[src/rtl/alu_pkg.sv]
// Shared types and sizes for the ALU operand-fetch slice.
// Exports alu_sel_t and DATA_W / NREGS / RA_W.
package alu_pkg;

   localparam int DATA_W = 16;
   localparam int NREGS  = 8;
   localparam int RA_W   = 3;

   typedef enum logic [1:0] {
      ALU_PASS = 2'b00,
      ALU_ADD  = 2'b01,
      ALU_SUB  = 2'b10,
      ALU_CLR  = 2'b11
   } alu_sel_t;

   // Which operand slots an op actually reads
   function automatic logic uses_a(alu_sel_t s);
      return s != ALU_CLR;
   endfunction

   function automatic logic uses_b(alu_sel_t s);
      return (s == ALU_ADD) || (s == ALU_SUB);
   endfunction

endpackage

[src/rtl/operand_fetch_if.sv]
// Issue bus: decoded-instruction handshake, operand slot, writeback.
// slave = operand_fetch side, master = decode/ALU/writeback side.
interface operand_fetch_if;
   import alu_pkg::*;

   logic              in_valid;
   logic              in_ready;
   logic [1:0]        in_sel;
   logic [RA_W-1:0]   in_rs1;
   logic [RA_W-1:0]   in_rs2;
   logic [RA_W-1:0]   in_rd;

   logic              out_valid;
   logic              out_ready;
   logic [DATA_W-1:0] out_a;
   logic [DATA_W-1:0] out_b;
   logic [1:0]        out_sel;
   logic [RA_W-1:0]   out_rd;

   logic              wb_en;
   logic [RA_W-1:0]   wb_addr;
   logic [DATA_W-1:0] wb_data;

   modport slave (
      input  in_valid, in_sel, in_rs1, in_rs2, in_rd,
      input  out_ready, wb_en, wb_addr, wb_data,
      output in_ready, out_valid, out_a, out_b,
      output out_sel, out_rd
   );

   modport master (
      output in_valid, in_sel, in_rs1, in_rs2, in_rd,
      output out_ready, wb_en, wb_addr, wb_data,
      input  in_ready, out_valid, out_a, out_b,
      input  out_sel, out_rd
   );

endinterface

[src/rtl/op_regfile.sv]
// NREGS x DATA_W register file: 2 comb read ports, 1 sync write.
// Ports: clk, rst_n (async clear), we/waddr/wdata, ra_a/ra_b -> rd_a/rd_b.
module op_regfile
   import alu_pkg::*;
(
   input  logic              clk,
   input  logic              rst_n,
   input  logic              we,
   input  logic [RA_W-1:0]   waddr,
   input  logic [DATA_W-1:0] wdata,
   input  logic [RA_W-1:0]   ra_a,
   input  logic [RA_W-1:0]   ra_b,
   output logic [DATA_W-1:0] rd_a,
   output logic [DATA_W-1:0] rd_b
);

   logic [DATA_W-1:0] mem [NREGS];

   always_ff @(posedge clk or negedge rst_n) begin
      if (!rst_n) begin
         for (int i = 0; i < NREGS; i++)
            mem[i] <= '0;
      end else if (we) begin
         mem[waddr] <= wdata;
      end
   end

   assign rd_a = mem[ra_a];
   assign rd_b = mem[ra_b];

endmodule

[src/rtl/operand_fetch.sv]
// Operand fetch/issue: regfile, busy scoreboard, registered ALU slot.
// Ports: clk, rst_n, bus (operand_fetch_if.slave). OPERAND_FWD_EN: wb bypass.
module operand_fetch
   import alu_pkg::*;
(
   input  logic            clk,
   input  logic            rst_n,
   operand_fetch_if.slave  bus
);

   alu_sel_t          sel;
   logic              use_a;
   logic              use_b;
   logic [DATA_W-1:0] rd_a;
   logic [DATA_W-1:0] rd_b;
   logic [DATA_W-1:0] opnd_a;
   logic [DATA_W-1:0] opnd_b;

   logic [NREGS-1:0]  busy;
   logic [NREGS-1:0]  busy_eff;
   logic [NREGS-1:0]  busy_nxt;
   logic [NREGS-1:0]  wb_mask;
   logic [NREGS-1:0]  set_mask;

   logic              hazard;
   logic              accept;

   logic              s_valid;
   logic [DATA_W-1:0] s_a;
   logic [DATA_W-1:0] s_b;
   logic [1:0]        s_sel;
   logic [RA_W-1:0]   s_rd;

   assign sel   = alu_sel_t'(bus.in_sel);
   assign use_a = uses_a(sel);
   assign use_b = uses_b(sel);

   op_regfile u_rf (
      .clk   (clk),
      .rst_n (rst_n),
      .we    (bus.wb_en),
      .waddr (bus.wb_addr),
      .wdata (bus.wb_data),
      .ra_a  (bus.in_rs1),
      .ra_b  (bus.in_rs2),
      .rd_a  (rd_a),
      .rd_b  (rd_b)
   );

   assign wb_mask  = bus.wb_en ?
                     (NREGS'(1) << bus.wb_addr) : '0;
   assign set_mask = NREGS'(1) << bus.in_rd;

`ifdef OPERAND_FWD_EN
   // A register retiring this cycle is already safe to read:
   // its value comes straight off the writeback bus.
   assign busy_eff = busy & ~wb_mask;
   assign opnd_a = (bus.wb_en && bus.wb_addr == bus.in_rs1) ?
                   bus.wb_data : rd_a;
   assign opnd_b = (bus.wb_en && bus.wb_addr == bus.in_rs2) ?
                   bus.wb_data : rd_b;
`else
   assign busy_eff = busy;
   assign opnd_a   = rd_a;
   assign opnd_b   = rd_b;
`endif

   assign hazard = (use_a && busy_eff[bus.in_rs1])
                || (use_b && busy_eff[bus.in_rs2])
                || busy_eff[bus.in_rd];

   assign bus.in_ready = (!s_valid || bus.out_ready) && !hazard;
   assign accept       = bus.in_valid && bus.in_ready;

   // Set after clear: an issuing rd wins over a retiring one
   assign busy_nxt = (busy & ~wb_mask)
                   | (accept ? set_mask : '0);

   always_ff @(posedge clk or negedge rst_n) begin
      if (!rst_n)
         busy <= '0;
      else
         busy <= busy_nxt;
   end

   always_ff @(posedge clk or negedge rst_n) begin
      if (!rst_n) begin
         s_valid <= 1'b0;
         s_a     <= '0;
         s_b     <= '0;
         s_sel   <= '0;
         s_rd    <= '0;
      end else if (accept) begin
         s_valid <= 1'b1;
         s_a     <= opnd_a;
         s_b     <= opnd_b;
         s_sel   <= bus.in_sel;
         s_rd    <= bus.in_rd;
      end else if (bus.out_ready) begin
         s_valid <= 1'b0;
      end
   end

   assign bus.out_valid = s_valid;
   assign bus.out_a     = s_a;
   assign bus.out_b     = s_b;
   assign bus.out_sel   = s_sel;
   assign bus.out_rd    = s_rd;

endmodule

[src/flat_wrapper.sv]
// flat-port wrapper written by rule: the top's interface ports become plain ports
module operand_fetch_flat import alu_pkg::*;
  (clk, rst_n, bus_in_valid, bus_in_sel, bus_in_rs1, bus_in_rs2, bus_in_rd, bus_out_ready, bus_wb_en, bus_wb_addr, bus_wb_data, bus_in_ready, bus_out_valid, bus_out_a, bus_out_b, bus_out_sel, bus_out_rd);
  operand_fetch_if bus_i ();
  input  logic clk;
  input  logic rst_n;
  input wire logic [$bits(bus_i.in_valid)-1:0] bus_in_valid;
  input wire logic [$bits(bus_i.in_sel)-1:0] bus_in_sel;
  input wire logic [$bits(bus_i.in_rs1)-1:0] bus_in_rs1;
  input wire logic [$bits(bus_i.in_rs2)-1:0] bus_in_rs2;
  input wire logic [$bits(bus_i.in_rd)-1:0] bus_in_rd;
  input wire logic [$bits(bus_i.out_ready)-1:0] bus_out_ready;
  input wire logic [$bits(bus_i.wb_en)-1:0] bus_wb_en;
  input wire logic [$bits(bus_i.wb_addr)-1:0] bus_wb_addr;
  input wire logic [$bits(bus_i.wb_data)-1:0] bus_wb_data;
  output wire logic [$bits(bus_i.in_ready)-1:0] bus_in_ready;
  output wire logic [$bits(bus_i.out_valid)-1:0] bus_out_valid;
  output wire logic [$bits(bus_i.out_a)-1:0] bus_out_a;
  output wire logic [$bits(bus_i.out_b)-1:0] bus_out_b;
  output wire logic [$bits(bus_i.out_sel)-1:0] bus_out_sel;
  output wire logic [$bits(bus_i.out_rd)-1:0] bus_out_rd;
  assign bus_i.in_valid = bus_in_valid;
  assign bus_i.in_sel = bus_in_sel;
  assign bus_i.in_rs1 = bus_in_rs1;
  assign bus_i.in_rs2 = bus_in_rs2;
  assign bus_i.in_rd = bus_in_rd;
  assign bus_i.out_ready = bus_out_ready;
  assign bus_i.wb_en = bus_wb_en;
  assign bus_i.wb_addr = bus_wb_addr;
  assign bus_i.wb_data = bus_wb_data;
  assign bus_in_ready = bus_i.in_ready;
  assign bus_out_valid = bus_i.out_valid;
  assign bus_out_a = bus_i.out_a;
  assign bus_out_b = bus_i.out_b;
  assign bus_out_sel = bus_i.out_sel;
  assign bus_out_rd = bus_i.out_rd;
  operand_fetch u_core (.clk(clk), .rst_n(rst_n), .bus(bus_i));
endmodule
[config.mk]
export PLATFORM = sky130hd
export DESIGN_NAME = operand_fetch_flat
export DESIGN_NICKNAME = d
export VERILOG_FILES = /design/src/rtl/alu_pkg.sv /design/src/rtl/operand_fetch_if.sv /design/src/rtl/op_regfile.sv /design/src/rtl/operand_fetch.sv /design/src/flat_wrapper.sv
export SDC_FILE = /design/constraint.sdc
export NUM_CORES = 1
export LEC_CHECK = 0
export CORE_ASPECT_RATIO = 2
export CORE_MARGIN = 4
export CORE_UTILIZATION = 40
export DETAILED_ROUTE_END_ITERATION = 12
export REMOVE_ABC_BUFFERS = 1
export SYNTH_ARGS = -nofsm -noshare
export SYNTH_HDL_FRONTEND = slang
export SYNTH_SLANG_ARGS = --single-unit
[constraint.sdc]
create_clock -name clk -period 2.03 [get_ports clk]
set_clock_uncertainty 0.05 [all_clocks]
set_input_delay 0.3045 -clock clk [delete_from_list [all_inputs] [get_ports clk]]
set_output_delay 0.3045 -clock clk [all_outputs]
set_load 0.1 [all_outputs]
Word level (Yosys, flattened, before mapping)
Cells that the tools add are included.

Equal/unequal tests: 3. Bitwise operators: 6. Shifts and indexed selects: 2. Reductions and logical operators: 12. Muxes and demuxes: 19. $lt $le $gt $ge: 7.

Operators by type and width (number): bitwise mux 128 bit (1); binary-select mux 16 bit (select 3 bit) (2); 2-to-1 mux 16 bit (5); demux 16 bit (select 3 bit) (1); 2-to-1 mux 8 bit (2); << shifter 1 x 3 -> 8 bit, first input constant (2); greater-or-equal comparator 4 bit, second input constant (3); < comparator 3 x 4 -> 1 bit, second input constant (3); NOT 3 -> 4 bit (3); binary-select mux 1 bit (select 3 bit) (3); AND 8 bit (1); NOT 8 bit (1); bitwise OR 8 bit (1); logical AND 1 bit (5); 2-to-1 mux 1 bit (5); logical OR 1 bit (4); < comparator 4 x 1 -> 1 bit, second input constant (1); == test 2 x 1 -> 1 bit, second input constant (1); == test 2 bit, second input constant (1); zero test 1 bit (2); inequality test 2 bit, second input constant (1); nonzero test 2 bit (1).

Logic and storage cells: 63. Bits of input ports: 35. Output and inout port bits: 39. Register bits: 174.

Logic depth before layout (Yosys ltp)
Gate-level depths: netlist of the first run.

Depth in word-level cells: 10. Gate-level depth with buffers: 8. Gate-level depth less buffers: 5.

Hierarchy
Synthesis of the first run repeated with hierarchy kept, for this count alone.

Cells, all modules: 536. Area, all modules: 9173.8 um2.

By module, submodules not included: op_regfile (cells an instance 393, instances 1, area each 7000.5 um2); operand_fetch (cells an instance 143, instances 1, area each 2173.3 um2).

Least setup slack after synthesis of the first run
Ideal clock, no wire load.

Kind: input to output. Start point: input port bus_in_rs2[0]. End point: output port bus_in_ready. Slack: -0.841 ns. Data required time: 1.676 ns. Arrival: 2.517 ns. Buffers on the path: 1. Stages on the path: 5. Cells stage by stage: buf_2 -> mux4_2 -> o2111ai_1 -> nand2_1 -> nor2_1.

Word-level cells in the longest chain between the ends: 7.

Ends and longest elaborated chain: from (decl) (line flat_wrapper.sv:10) `input wire logic [$bits(bus_i.in_rs2)-1:0] bus_in_rs2;`; binary-select mux 1 bit (select 3 bit) (line operand_fetch.sv:69) `|| (use_b && busy_eff[bus.in_rs2])`; 2-to-1 mux 1 bit (implied by the code) (line operand_fetch.sv:69); logical AND 1 bit (line operand_fetch.sv:69); logical OR 1 bit (line operand_fetch.sv:69); logical OR 1 bit (line operand_fetch.sv:70) `|| busy_eff[bus.in_rd];`; zero test 1 bit (line operand_fetch.sv:72) `assign bus.in_ready = (!s_valid || bus.out_ready) && !hazard;`; logical AND 1 bit (line operand_fetch.sv:72); to (decl) (line flat_wrapper.sv:16) `output wire logic [$bits(bus_i.in_ready)-1:0] bus_in_ready;`.

No other way between the ends. The select of a mux whose other input is x is not followed.

Worst setup path in the final report of the first run
Start point: register u_core.busy[7]. End point: register u_core.s_b[0] (netlist: u_core.bus.out_b[0]).

Word-level cells in the longest chain between the ends: 8. Elaborated cells between the ends (all ways): 13. Classes of those cells: 6 x mux; 7 x reduce/logical.

Ends and longest elaborated chain: from (decl) (line operand_fetch.sv:19) `logic [NREGS-1:0] busy;`; from (signal assigned) (line operand_fetch.sv:83) `busy <= busy_nxt;`; binary-select mux 1 bit (select 3 bit) (on tied branches) (line operand_fetch.sv:68, operand_fetch.sv:69); 2-to-1 mux 1 bit (on tied branches) (line operand_fetch.sv:68, operand_fetch.sv:69); logical AND 1 bit (on tied branches) (line operand_fetch.sv:68, operand_fetch.sv:69); logical OR 1 bit (line operand_fetch.sv:69); logical OR 1 bit * (line operand_fetch.sv:70); zero test 1 bit * (line operand_fetch.sv:72); logical AND 1 bit * (line operand_fetch.sv:72); logical AND 1 bit * (line operand_fetch.sv:73) `assign accept = bus.in_valid && bus.in_ready;`; to (signal assigned) (line operand_fetch.sv:96) `s_b <= opnd_b;`; to (decl) (line operand_fetch.sv:30) `logic [DATA_W-1:0] s_b;`.

Mark *: on every way between the ends. The rest lies on a longest branch, timed or not. The select of a mux whose other input is x is not followed. A chain may end at the register's enable or synchronous reset.

==> results of run 1 <==
[cell families (layout without fill, tap and decap cells)]
logic type | Yosys count | in the layout | share of synthesized area (%)
flops | 174 | 174 | 49.7
simple gates | 35 | 35 | 2.26
compound gates | 12 | 12 | 0.999
buf+inv | 45 | 162 | 2.46
fa+ha+maj | 1 | 1 | 0.143
mux | 268 | 268 | 44.5
[worst max-delay path, cell delays in order (launching register included)]
cell	delay (ns)
sky130_fd_sc_hd__dfrtp_1	0.41
sky130_fd_sc_hd__mux4_2	0.48
sky130_fd_sc_hd__mux2i_1	0.18
sky130_fd_sc_hd__o41ai_2	0.11
sky130_fd_sc_hd__or3b_4	0.51
sky130_fd_sc_hd__buf_12	0.20
sky130_fd_sc_hd__mux2_4	0.30
[final cells by class]
class,count,share of cell area [%]
well taps,273,3.15
flip-flops and latches,174,40.2
clock inverters,5,0.519
multi-input cells,316,39.7
repair buffers,128,11.7
clock buffers,24,4.63
inverters,5,0.173
[power by group]
part	switching [mW]	leakage, nW	total (mW)	internal, mW
Clock	1.31	0.274	3.14	1.83
Sequential	0.694	2.10	5.17	4.48
Combinational	4.10	2.27	6.72	2.63
[path summary, 6_finish.rpt]
kind	from	end	slack, ns	cells past startpoint
setup / recovery	u_core.busy[7]$_DFF_PN0_	u_core.bus.out_b[0]$_DFFE_PN0P_	-0.36	6
hold / removal	rst_n	u_core.u_rf.mem[56]$_DFFE_PN0P_	0.37	2
setup reg to reg	u_core.busy[7]$_DFF_PN0_	u_core.bus.out_b[0]$_DFFE_PN0P_	-0.36	6
hold reg to reg	u_core.bus.out_b[11]$_DFFE_PN0P_	u_core.bus.out_b[11]$_DFFE_PN0P_	0.46	1
max in group asynchronous	rst_n	u_core.u_rf.mem[57]$_DFFE_PN0P_	0.89	3
min in group clk	bus_in_rd[0]	u_core.busy[0]$_DFF_PN0_	0.45	3
[flip-flops by register name, summed over array words and instances, names as in the netlist]
register / cells
u_core.bus.out_rd: 3
u_core.bus.out_b: 16
u_core.bus.out_valid: 1
u_core.busy: 8
u_core.bus.out_sel: 2
u_core.bus.out_a: 16
u_core.u_rf.mem: 128
[routing by layer]
metal | part of all wire (%) | vias up
li1 | - | 2264
met1 | 37 | 2825
met2 | 57 | 104
met3 | 3.0 | 43
met4 | 3.2 | 0
met5 | 0 | -
[metrics by stage]
step	std cells	area [um^2]	utilization (%)	worst slack [ns]
after global placement	888	10100	46.7	-0.853
after global routing	925	10800	50.2	-0.424
final	925	10800	50.2	-0.363
after CTS	923	10800	50.1	-0.379
after detailed placement	888	10100	46.7	-0.871
after floorplan	495	8570	-	-1.12
[cells in the mapped netlist]
cell type / instances / share of area (%)
sky130_fd_sc_hd__clkbuf_1: 23 / 0.99
sky130_fd_sc_hd__ha_1: 1 / 0.14
sky130_fd_sc_hd__nor3b_2: 1 / 0.14
sky130_fd_sc_hd__nand3b_1: 2 / 0.17
sky130_fd_sc_hd__mux2i_1: 3 / 0.34
sky130_fd_sc_hd__mux2_4: 31 / 5.3
sky130_fd_sc_hd__or3b_1: 1 / 0.10
sky130_fd_sc_hd__o31ai_1: 1 / 0.086
sky130_fd_sc_hd__o2111ai_1: 2 / 0.20
sky130_fd_sc_hd__nand2_1: 13 / 0.56
sky130_fd_sc_hd__nand4b_1: 3 / 0.30
sky130_fd_sc_hd__nand3_1: 1 / 0.057
sky130_fd_sc_hd__o22ai_1: 3 / 0.21
sky130_fd_sc_hd__nand4_1: 1 / 0.071
sky130_fd_sc_hd__nand2b_1: 3 / 0.21
sky130_fd_sc_hd__nor3_1: 2 / 0.11
sky130_fd_sc_hd__dfrtp_1: 174 / 50
sky130_fd_sc_hd__o21ai_0: 3 / 0.17
sky130_fd_sc_hd__nor2_1: 4 / 0.17
sky130_fd_sc_hd__mux4_2: 68 / 17
sky130_fd_sc_hd__buf_6: 5 / 0.64
sky130_fd_sc_hd__o41ai_1: 2 / 0.20
sky130_fd_sc_hd__mux2_2: 166 / 21
sky130_fd_sc_hd__and3_1: 1 / 0.071
sky130_fd_sc_hd__o2111a_1: 1 / 0.13
sky130_fd_sc_hd__nor3b_1: 1 / 0.086
sky130_fd_sc_hd__inv_1: 5 / 0.21
sky130_fd_sc_hd__or3b_2: 2 / 0.20
sky130_fd_sc_hd__buf_2: 7 / 0.40
sky130_fd_sc_hd__buf_1: 5 / 0.21
[timing repair]
| item | in CTS | in global routing |
|---|---|---|
| endpoints found under the hold margin | 51 | 0 |
| buffers inserted | 2 | 2 |
| cloned | 3 | 0 |
| resized for setup | 21 | 2 |
| pin swaps | 5 | 0 |
| hold buffers | 1 | 0 |
| setup endpoints to repair | 47 | 47 |
==> summary.json, run 1 <==
{
  "status": "finished, violations left",
  "violations": "negative setup slack",
  "fill_cells": 1813,
  "seq_area_um2": 4350,
  "startpoint_type_of_the_worst_setup_path": "register",
  "place.port_buffers": 73,
  "final_min_period_over_clock_period_pct": 118,
  "num_io_pins": 74,
  "cp_max_fo": 13,
  "die_h_um": 217,
  "numCtsBuffers": 17,
  "share_of_layout_cells_above_drive_strength_1_pct": 62.6,
  "clk_latency_ns": 0.44,
  "detail_route.drc_violations": 0,
  "timing_hold_violations_final": 0,
  "placementRows": 76,
  "timing_worst_slew_pin_value_ns": 0.574,
  "setup.worst_path.end_class": "register",
  "timing.final.ws_setup_ns": -0.363,
  "number_of_register_bits_inferred_by_synthesis": 174,
  "grt_overflow_total": 0,
  "post_synth_instance_area_um2": 8760,
  "nets": 678,
  "fin_tns_setup_ns": -13.96,
  "power_density_relative_to_cell_area_nw_per_um2": 1390,
  "via_cell_ratio": 5.66,
  "global_route.usage.met3_pct": 3.34,
  "ctsLongestPathBuffers": 2,
  "dp.final_hpwl_um": 14900,
  "fin_worst_hold_slack_ns": 0.369,
  "ctsRootBufferMaster": "sky130_fd_sc_hd__clkbuf_16",
  "area_growth_pct": 23.7,
  "worst-endpoint-required_ns": 2.29,
  "detailroute.via_count": 5236,
  "layout_common_cells": "sky130_fd_sc_hd__dfrtp_1 (174), sky130_fd_sc_hd__mux2_2 (166), sky130_fd_sc_hd__buf_4 (76)",
  "ys_seq_area_share_pct": 49.7,
  "start_util_pct": 40.6,
  "die_w_um": 113,
  "antenna_found_initial": 0,
  "drv_slew": 0,
  "htree_num_levels": 4,
  "leakagePower_nw": 4.65,
  "antenna_cells": 0,
  "drtIter0Drc": 211,
  "cp_data_arrival_time_ns": 2.66,
  "routed_length_per_placed_instance_um": 24.3,
  "irDropWorstVdd_uv": 1030,
  "syn-instance-count": 535,
  "hold_path.class": "in -> async",
  "netlist-cell-type-count": 30,
  "critical_path_class": "reg -> reg",
  "met1_track_utilization_from_global_routing_pct": 21.7,
  "grt.busiest_layer": "met2",
  "clock_tree_from_tritoncts": "built",
  "timing.max_slew.rel_slack_pct": 61.7,
  "grt_setup_unrepaired": "true",
  "post_synth.cell_area_avg_um2": 16.4,
  "grt_start_max_net_pins": 58,
  "clkSinkCount": 174,
  "grt_first_pass_wirelength_um": 35200,
  "clock.fmax_mhz": 418,
  "fin_total_pwr_mw": 15.0,
  "gp_congestion": 0.830,
  "cts.clk_slew.worst_paths_ns": 0.07,
  "route.antenna.remaining_nets": 0,
  "drt_pre_antenna_iters": 4,
  "setup_violations": 47,
  "core_area_um2": 21600,
  "period_minus_slack_ns": 2.39,
  "final_common_cell": "sky130_fd_sc_hd__dfrtp_1",
  "maxCapViolCount": 0,
  "gr-usage-met2_pct": 35.3,
  "multi_input_area_um2": 4300,
  "wirelength_um": 22400,
  "groute.usage.overall_pct": 19.3,
  "synth_warnings": 0,
  "die_area_um2": 24500,
  "number_of_global_route_vias_before_repair": 6015
}
Power figures use the tool's default switching activity.
==> run 2: changes to the inputs <==
==> constraint.sdc (replaced) <==
create_clock -name clk -period 2.03 [get_ports clk]
set_clock_uncertainty 0.05 [all_clocks]
set_input_delay 0.406 -clock clk [delete_from_list [all_inputs] [get_ports clk]]
set_output_delay 0.406 -clock clk [all_outputs]
set_load 0.1 [all_outputs]
==> summary.json, run 2 (synthesis gave the netlist of run 1 again) <==
{
  "status": {"value": "finished, violations left", "change": "unchanged"},
  "violations": {"value": "negative setup slack", "change": "unchanged"},
  "timing.max_slew.rel_slack": {"value": 65.4, "unit": "%", "change": "was 61.7%"},
  "placed_area": {"value": 10300, "unit": "um^2", "change": "was 10100 um^2"},
  "setup_violations": {"value": 47, "change": "unchanged"},
  "grt_overflow_total": {"value": 0, "change": "unchanged"},
  "critical_path_class": {"value": "reg -> reg", "change": "unchanged"},
  "cp_max_fo": {"value": 6, "change": "was 13"},
  "worstSetupPathDepth": {"value": 7, "change": "was 6"},
  "dp.final_hpwl": {"value": 14800, "unit": "um", "change": "was 14900 um"},
  "antenna_found_initial": {"value": 0, "change": "unchanged"},
  "die_area": {"value": 24500, "unit": "um^2", "change": "unchanged"},
  "irDropWorstVdd": {"value": 1200, "unit": "uV", "change": "was 1030 uV"},
  "routed_length_per_placed_instance": {"value": 24.5, "unit": "um", "change": "was 24.3 um"},
  "period_minus_slack": {"value": 2.49, "unit": "ns", "change": "was 2.39 ns"},
  "hold_path.class": {"value": "in -> async", "change": "unchanged"},
  "worst-endpoint-required": {"value": 2.30, "unit": "ns", "change": "was 2.29 ns"},
  "die_h": {"value": 217, "unit": "um", "change": "unchanged"},
  "drv_slew": {"value": 0, "change": "unchanged"},
  "nets": {"value": 682, "change": "was 678"},
  "path_delay_family": {"value": "multiplexers", "change": "unchanged"},
  "path_buf_inv": {"value": 2, "change": "was 1"},
  "num_io_pins": {"value": 74, "change": "unchanged"},
  "final_core_utilization": {"value": 51.8, "unit": "%", "change": "was 50.2%"},
  "numCtsBuffers": {"value": 17, "change": "unchanged"},
  "multi_input_area": {"value": 4320, "unit": "um^2", "change": "was 4300 um^2"},
  "cts.clk_slew.worst_paths": {"value": 0.07, "unit": "ns", "change": "about the same"},
  "gp_congestion": {"value": 0.831, "change": "was 0.830"},
  "groute.usage.overall": {"value": 19.8, "unit": "%", "change": "was 19.3%"},
  "detailedPlace.worstSlack": {"value": -0.987, "unit": "ns", "change": "was -0.871 ns"},
  "final_min_period_over_clock_period": {"value": 123, "unit": "%", "change": "was 118%"},
  "startpoint_type_of_the_worst_setup_path": {"value": "register", "change": "unchanged"},
  "number_of_flip_flops_in_the_largest_register": {"value": 128, "change": "unchanged"},
  "seq_area": {"value": 4360, "unit": "um^2", "change": "was 4350 um^2"},
  "drtIter0Drc": {"value": 201, "change": "was 211"},
  "maxCapViolCount": {"value": 0, "change": "unchanged"},
  "clock_tree_from_tritoncts": {"value": "built", "change": "unchanged"},
  "clkSinkCount": {"value": 174, "change": "unchanged"},
  "clk_latency": {"value": 0.44, "unit": "ns", "change": "about the same"},
  "clock.fmax": {"value": 401, "unit": "MHz", "change": "was 418 MHz"},
  "layout_common_cells": {"value": "sky130_fd_sc_hd__dfrtp_1 (173), sky130_fd_sc_hd__mux2_2 (166), sky130_fd_sc_hd__mux4_2 (68)", "change": "was sky130_fd_sc_hd__dfrtp_1 (174), sky130_fd_sc_hd__mux2_2 (166), sky130_fd_sc_hd__buf_4 (76)"},
  "cp_cell_sequence": {"value": "mux4_2, mux2i_4, o41ai_4, or3b_4, buf_6, buf_16, mux2_2", "change": "was mux4_2, mux2i_1, o41ai_2, or3b_4, buf_12, mux2_4"},
  "grt_setup_unrepaired": {"value": "true", "change": "unchanged"},
  "cp_slowest_stage_delay": {"value": 0.50, "unit": "ns", "change": "was 0.51 ns"},
  "final_common_cell": {"value": "sky130_fd_sc_hd__dfrtp_1", "change": "unchanged"},
  "detail_route.drc_violations": {"value": 0, "change": "unchanged"},
  "worstRegToRegCells": {"value": 7, "change": "was 6"},
  "grt_first_pass_wirelength": {"value": 36300, "unit": "um", "change": "was 35200 um"},
  "detailroute.via_count": {"value": 5221, "change": "was 5236"},
  "area_growth": {"value": 27.5, "unit": "%", "change": "was 23.7%"},
  "register_ranked_first_by_flip_flop_count": {"value": "u_core.u_rf.mem", "change": "unchanged"},
  "start_util": {"value": 40.6, "unit": "%", "change": "unchanged"},
  "via_cell_ratio": {"value": 5.60, "change": "was 5.66"},
  "final_cell_area": {"value": 11200, "unit": "um^2", "change": "was 10800 um^2"},
  "drt_pre_antenna_iters": {"value": 4, "change": "unchanged"},
  "grt_start_max_net_pins": {"value": 47, "change": "was 58"},
  "share_of_layout_cells_above_drive_strength_1": {"value": 63.4, "unit": "%", "change": "was 62.6%"},
  "power_density_relative_to_cell_area": {"value": 1430, "unit": "nW/um^2", "change": "was 1390 nW/um^2"},
  "fin_tns_setup": {"value": -17.23, "unit": "ns", "change": "was -13.96 ns"},
  "wirelength": {"value": 22800, "unit": "um", "change": "was 22400 um"},
  "route.antenna.remaining_nets": {"value": 0, "change": "unchanged"},
  "cp_data_arrival_time": {"value": 2.76, "unit": "ns", "change": "was 2.66 ns"},
  "placementRows": {"value": 76, "change": "unchanged"},
  "die_w": {"value": 113, "unit": "um", "change": "unchanged"},
  "timing_hold_violations_final": {"value": 0, "change": "unchanged"},
  "core_area": {"value": 21600, "unit": "um^2", "change": "unchanged"},
  "timing_worst_slew_pin_value": {"value": 0.519, "unit": "ns", "change": "was 0.574 ns"},
  "crit_slowest_cell": {"value": "sky130_fd_sc_hd__mux4_2", "change": "was sky130_fd_sc_hd__or3b_4"},
  "ctsLongestPathBuffers": {"value": 2, "change": "unchanged"},
  "fill_cells": {"value": 1766, "change": "was 1813"},
  "htree_num_levels": {"value": 4, "change": "unchanged"},
  "timing.final.ws_setup": {"value": -0.465, "unit": "ns", "change": "was -0.363 ns"},
  "ctsRootBufferMaster": {"value": "sky130_fd_sc_hd__clkbuf_16", "change": "unchanged"},
  "number_of_global_route_vias_before_repair": {"value": 6057, "change": "was 6015"},
  "antenna_cells": {"value": 0, "change": "unchanged"},
  "place.port_buffers": {"value": 73, "change": "unchanged"},
  "setup.worst_path.end_class": {"value": "register", "change": "unchanged"},
  "leakagePower": {"value": 4.76, "unit": "nW", "change": "was 4.65 nW"}
}
-- run 2: timing repair --
action | 4_1_cts | 5_1_grt
endpoints found under the setup margin | 47 | 47
endpoints found under the hold margin | 27 | 0
pin swaps | 9 | 5
gates resized for setup | 33 | 5
hold buffers | 1 | 0
gates cloned | 5 | 0
buffers inserted | 10 | 0
-- run 2: final timing paths --
check                                                      start                          endpoint  slack, ns
worst max-delay path                    u_core.busy[3]$_DFF_PN0_   u_core.bus.out_a[1]$_DFFE_PN0P_      -0.46
worst min-delay path                                       rst_n  u_core.bus.out_b[11]$_DFFE_PN0P_       0.37
worst max register to register          u_core.busy[3]$_DFF_PN0_   u_core.bus.out_a[1]$_DFFE_PN0P_      -0.46
worst min register to register  u_core.bus.out_rd[1]$_DFFE_PN0P_  u_core.bus.out_rd[1]$_DFFE_PN0P_       0.46
max in group asynchronous                                  rst_n  u_core.u_rf.mem[127]$_DFFE_PN0P_       0.87
min in group clk                u_core.bus.out_rd[1]$_DFFE_PN0P_  u_core.bus.out_rd[1]$_DFFE_PN0P_       0.46
-- run 2: cell type report --
cell class	count	share of cell area (%)
Timing Repair Buffer	132	13.6
Tap cell	273	3.06
Inverter	5	0.168
Multi-Input combinational cell	316	38.6
Clock buffer	20	4.09
Clock inverter	12	1.49
Sequential cell	174	39.0
-- run 2: layer usage --
layer	GRT usage [%]	up-vias	routed length, um
met5	0	-	0
met4	7.94	0	671
met3	3.98	34	768
met2	34.9	117	12600
met1	23.6	2800	8850
li1	-	2270	-
-- run 2: stage by stage --
| step | std cells | total power [mW] | hold WS [ns] |
|---|---|---|---|
| after floorplan | 495 | 10.0 | 0.0604 |
| after global placement | 889 | 12.1 | 0.260 |
| after detailed placement | 889 | 12.3 | 0.261 |
| after CTS | 937 | 16.3 | 0.365 |
| after global routing | 932 | 16.6 | 0.387 |
| final | 932 | 16.0 | 0.368 |
-- run 2: power by group --
part / switching (mW) / total (mW) / internal [mW]
Combinational: 4.11 / 7.22 / 3.11
Sequential: 0.827 / 5.31 / 4.48
Clock: 1.36 / 3.47 / 2.11
Total: 6.30 / 16.0 / 9.70
==> run 3: changes to the inputs <==
CORE_UTILIZATION = 53   (was 40)
PLACE_DENSITY = 0.77   (was default)
==> summary.json, run 3 (synthesis gave the netlist of run 1 again) <==
{
  "detail_route.drc_violations": {"value": 0, "change": "unchanged"},
  "period_minus_slack": {"value": 2.51, "unit": "ns", "change": "was 2.49 ns"},
  "multi_input_area": {"value": 4290, "unit": "um^2", "change": "was 4320 um^2"},
  "clock.fmax": {"value": 399, "unit": "MHz", "change": "was 401 MHz"},
  "share_of_layout_cells_above_drive_strength_1": {"value": 63.3, "unit": "%", "change": "was 63.4%"},
  "gp_congestion": {"value": 0.839, "change": "was 0.831"},
  "setup.worst_path.end_class": {"value": "register", "change": "unchanged"},
  "cp_max_fo": {"value": 5, "change": "was 6"},
  "fin_total_pwr": {"value": 15.6, "unit": "mW", "change": "was 16.0 mW"},
  "setup_violations": {"value": 47, "change": "unchanged"},
  "fill_cells": {"value": 1094, "change": "was 1766"},
  "timing.final.ws_setup": {"value": -0.479, "unit": "ns", "change": "was -0.465 ns"},
  "seq_area": {"value": 4350, "unit": "um^2", "change": "was 4360 um^2"},
  "reg2reg_slack": {"value": -0.48, "unit": "ns", "change": "was -0.46 ns"},
  "area_growth": {"value": 25.2, "unit": "%", "change": "was 27.5%"},
  "wirelength": {"value": 22100, "unit": "um", "change": "was 22800 um"},
  "ctsRootBufferMaster": {"value": "sky130_fd_sc_hd__clkbuf_16", "change": "unchanged"},
  "maxCapViolCount": {"value": 0, "change": "unchanged"},
  "placementRows": {"value": 66, "change": "was 76"},
  "grt_setup_unrepaired": {"value": "true", "change": "unchanged"},
  "detailedPlace.worstSlack": {"value": -0.989, "unit": "ns", "change": "was -0.987 ns"},
  "worst-endpoint-required": {"value": 2.29, "unit": "ns", "change": "was 2.30 ns"},
  "timing_hold_violations_final": {"value": 0, "change": "unchanged"},
  "ctsLongestPathBuffers": {"value": 2, "change": "unchanged"},
  "worstRegToRegCells": {"value": 7, "change": "unchanged"},
  "violations": {"value": "negative setup slack", "change": "unchanged"},
  "cts.clk_slew.worst_paths": {"value": 0.07, "unit": "ns", "change": "about the same"},
  "power_density_relative_to_cell_area": {"value": 1420, "unit": "nW/um^2", "change": "was 1430 nW/um^2"},
  "antenna_found_initial": {"value": 1, "change": "was 0"},
  "final_core_utilization": {"value": 67.4, "unit": "%", "change": "was 51.8%"},
  "start_util": {"value": 53.9, "unit": "%", "change": "was 40.6%"},
  "rr_endpoint": {"value": "u_core.bus.out_b[1]$_DFFE_PN0P_", "change": "was u_core.bus.out_a[1]$_DFFE_PN0P_"},
  "number_of_flip_flops_in_the_largest_register": {"value": 128, "change": "unchanged"},
  "detailroute.via_count": {"value": 5452, "change": "was 5221"},
  "clkSinkCount": {"value": 174, "change": "unchanged"},
  "routed_length_per_placed_instance": {"value": 25.5, "unit": "um", "change": "was 24.5 um"},
  "die_w": {"value": 98.9, "unit": "um", "change": "was 113 um"},
  "via_cell_ratio": {"value": 6.30, "change": "was 5.60"},
  "timing.max_slew.rel_slack": {"value": 63.3, "unit": "%", "change": "was 65.4%"},
  "cp_data_arrival_time": {"value": 2.77, "unit": "ns", "change": "was 2.76 ns"},
  "number_of_global_route_vias_before_repair": {"value": 6166, "change": "was 6057"},
  "core_area": {"value": 16300, "unit": "um^2", "change": "was 21600 um^2"},
  "grt_start_max_net_pins": {"value": 48, "change": "was 47"},
  "final_common_cell": {"value": "sky130_fd_sc_hd__dfrtp_1", "change": "unchanged"},
  "fin_worst_hold_slack": {"value": 0.410, "unit": "ns", "change": "was 0.368 ns"},
  "final_cell_count_no_fill": {"value": 865, "change": "was 932"},
  "drt_pre_antenna_iters": {"value": 6, "change": "was 4"},
  "htree_num_levels": {"value": 4, "change": "unchanged"},
  "placed_cells_incl_taps": {"value": 819, "change": "was 889"},
  "grt_first_pass_wirelength": {"value": 34500, "unit": "um", "change": "was 36300 um"},
  "layout_common_cells": {"value": "sky130_fd_sc_hd__dfrtp_1 (174), sky130_fd_sc_hd__mux2_2 (166), sky130_fd_sc_hd__buf_4 (69)", "change": "was sky130_fd_sc_hd__dfrtp_1 (173), sky130_fd_sc_hd__mux2_2 (166), sky130_fd_sc_hd__mux4_2 (68)"},
  "irDropWorstVdd": {"value": 745, "unit": "uV", "change": "was 1200 uV"},
  "timing_worst_slew_pin_value": {"value": 0.551, "unit": "ns", "change": "was 0.519 ns"},
  "clock_tree_from_tritoncts": {"value": "built", "change": "unchanged"},
  "dp.final_hpwl": {"value": 13700, "unit": "um", "change": "was 14800 um"},
  "nets": {"value": 683, "change": "was 682"},
  "drv_slew": {"value": 0, "change": "unchanged"},
  "place.port_buffers": {"value": 73, "change": "unchanged"},
  "groute.usage.overall": {"value": 24.6, "unit": "%", "change": "was 19.8%"},
  "final_min_period_over_clock_period": {"value": 124, "unit": "%", "change": "was 123%"},
  "drtIter0Drc": {"value": 289, "change": "was 201"},
  "clk_latency": {"value": 0.43, "unit": "ns", "change": "was 0.44 ns"},
  "r2r-start": {"value": "u_core.busy[3]$_DFF_PN0_", "change": "unchanged"},
  "leakagePower": {"value": 4.73, "unit": "nW", "change": "was 4.76 nW"},
  "die_area": {"value": 18800, "unit": "um^2", "change": "was 24500 um^2"},
  "die_h": {"value": 190, "unit": "um", "change": "was 217 um"},
  "startpoint_type_of_the_worst_setup_path": {"value": "register", "change": "unchanged"},
  "register_ranked_first_by_flip_flop_count": {"value": "u_core.u_rf.mem", "change": "unchanged"},
  "numCtsBuffers": {"value": 17, "change": "unchanged"},
  "status": {"value": "finished, violations left", "change": "unchanged"},
  "route.antenna.remaining_nets": {"value": 0, "change": "unchanged"},
  "grt_overflow_total": {"value": 0, "change": "unchanged"},
  "critical_path_class": {"value": "reg -> reg", "change": "unchanged"},
  "hold_path.class": {"value": "in -> async", "change": "unchanged"},
  "num_io_pins": {"value": 74, "change": "unchanged"}
}
==> run 3: cell types whose count changed in the layout (fill, tap and decap cells not counted), moves of 3 or more <==
cell	change
sky130_fd_sc_hd__buf_4	+13
sky130_fd_sc_hd__buf_12	-12
sky130_fd_sc_hd__buf_6	-6
sky130_fd_sc_hd__inv_6	+7
sky130_fd_sc_hd__buf_16	+3
sky130_fd_sc_hd__clkinv_2	-6
==> run 3: what timing repair did <==
action,4_1_cts,5_1_grt
gates resized for setup,26,8
setup endpoints to repair,47,47
cloned,5,1
setup buffers,4,5
endpoints found under the hold margin,34,0
pin swaps,6,3
hold buffers,1,0
==> run 3: critical path: stages (launching register included) <==
cell and delay (ns):
sky130_fd_sc_hd__dfrtp_1 0.45, sky130_fd_sc_hd__mux4_2 0.51, sky130_fd_sc_hd__mux2i_1 0.17, sky130_fd_sc_hd__o41ai_2 0.14
sky130_fd_sc_hd__or3b_4 0.44, sky130_fd_sc_hd__buf_12 0.17, sky130_fd_sc_hd__clkbuf_16 0.17, sky130_fd_sc_hd__mux2_4 0.29
==> run 3: metrics by stage <==
| stage | instance area [um^2] | setup TNS, ns |
|---|---|---|
| floorplan | 8570 | -63.10 |
| global placement | 10100 | -47.35 |
| detailed placement | 10100 | -50.91 |
| CTS | 10900 | -18.09 |
| global route | 11000 | -20.19 |
| finish | 11000 | -19.19 |
==> run 3: layout make-up <==
class | count | share of cell area (%)
clock buffers | 17 | 3.88
inverters | 5 | 0.171
diodes | 1 | 0.0228
well taps | 204 | 2.33
repair buffers | 133 | 13.2
flip-flops and latches | 174 | 39.7
multi-input cells | 316 | 39.1
clock inverters | 15 | 1.60
==> run 3: worst max path at each step <==
stage / startpoint / endpoint / slack [ns] / depth (start not counted)
final: u_core.busy[3]$_DFF_PN0_ / u_core.bus.out_b[1]$_DFFE_PN0P_ / -0.48 / 7
after global routing: u_core.busy[3]$_DFF_PN0_ / u_core.bus.out_b[13]$_DFFE_PN0P_ / -0.50 / 7
after CTS: u_core.busy[7]$_DFF_PN0_ / bus_in_ready / -0.48 / 6
after detailed placement: bus_in_rd[0] / u_core.bus.out_a[11]$_DFFE_PN0P_ / -0.99 / 7
after global placement: bus_in_rd[0] / u_core.bus.out_a[13]$_DFFE_PN0P_ / -0.96 / 7
after floorplan: u_core.bus.out_valid$_DFFE_PN0P_ / u_core.bus.out_a[0]$_DFFE_PN0P_ / -1.12 / 4
==> run 3: power breakdown <==
| group | internal (mW) | leakage [nW] | total (mW) | switching (mW) |
|---|---|---|---|---|
| clock network | 1.86 | 0.286 | 3.32 | 1.46 |
| logic | 2.83 | 2.35 | 6.99 | 4.16 |
| registers | 4.48 | 2.10 | 5.25 | 0.776 |
| total | 9.17 | 4.73 | 15.6 | 6.39 |
==> run 3: layer usage <==
| metal | track usage (%) | up-vias | wire, um |
|---|---|---|---|
| met1 | 28.7 | 2952 | 7990 |
| met2 | 42.9 | 156 | 12100 |
| met4 | 13.9 | 0 | 1200 |
| met5 | 0 | - | 0 |
| met3 | 3.38 | 54 | 756 |
| li1 | - | 2290 | - |
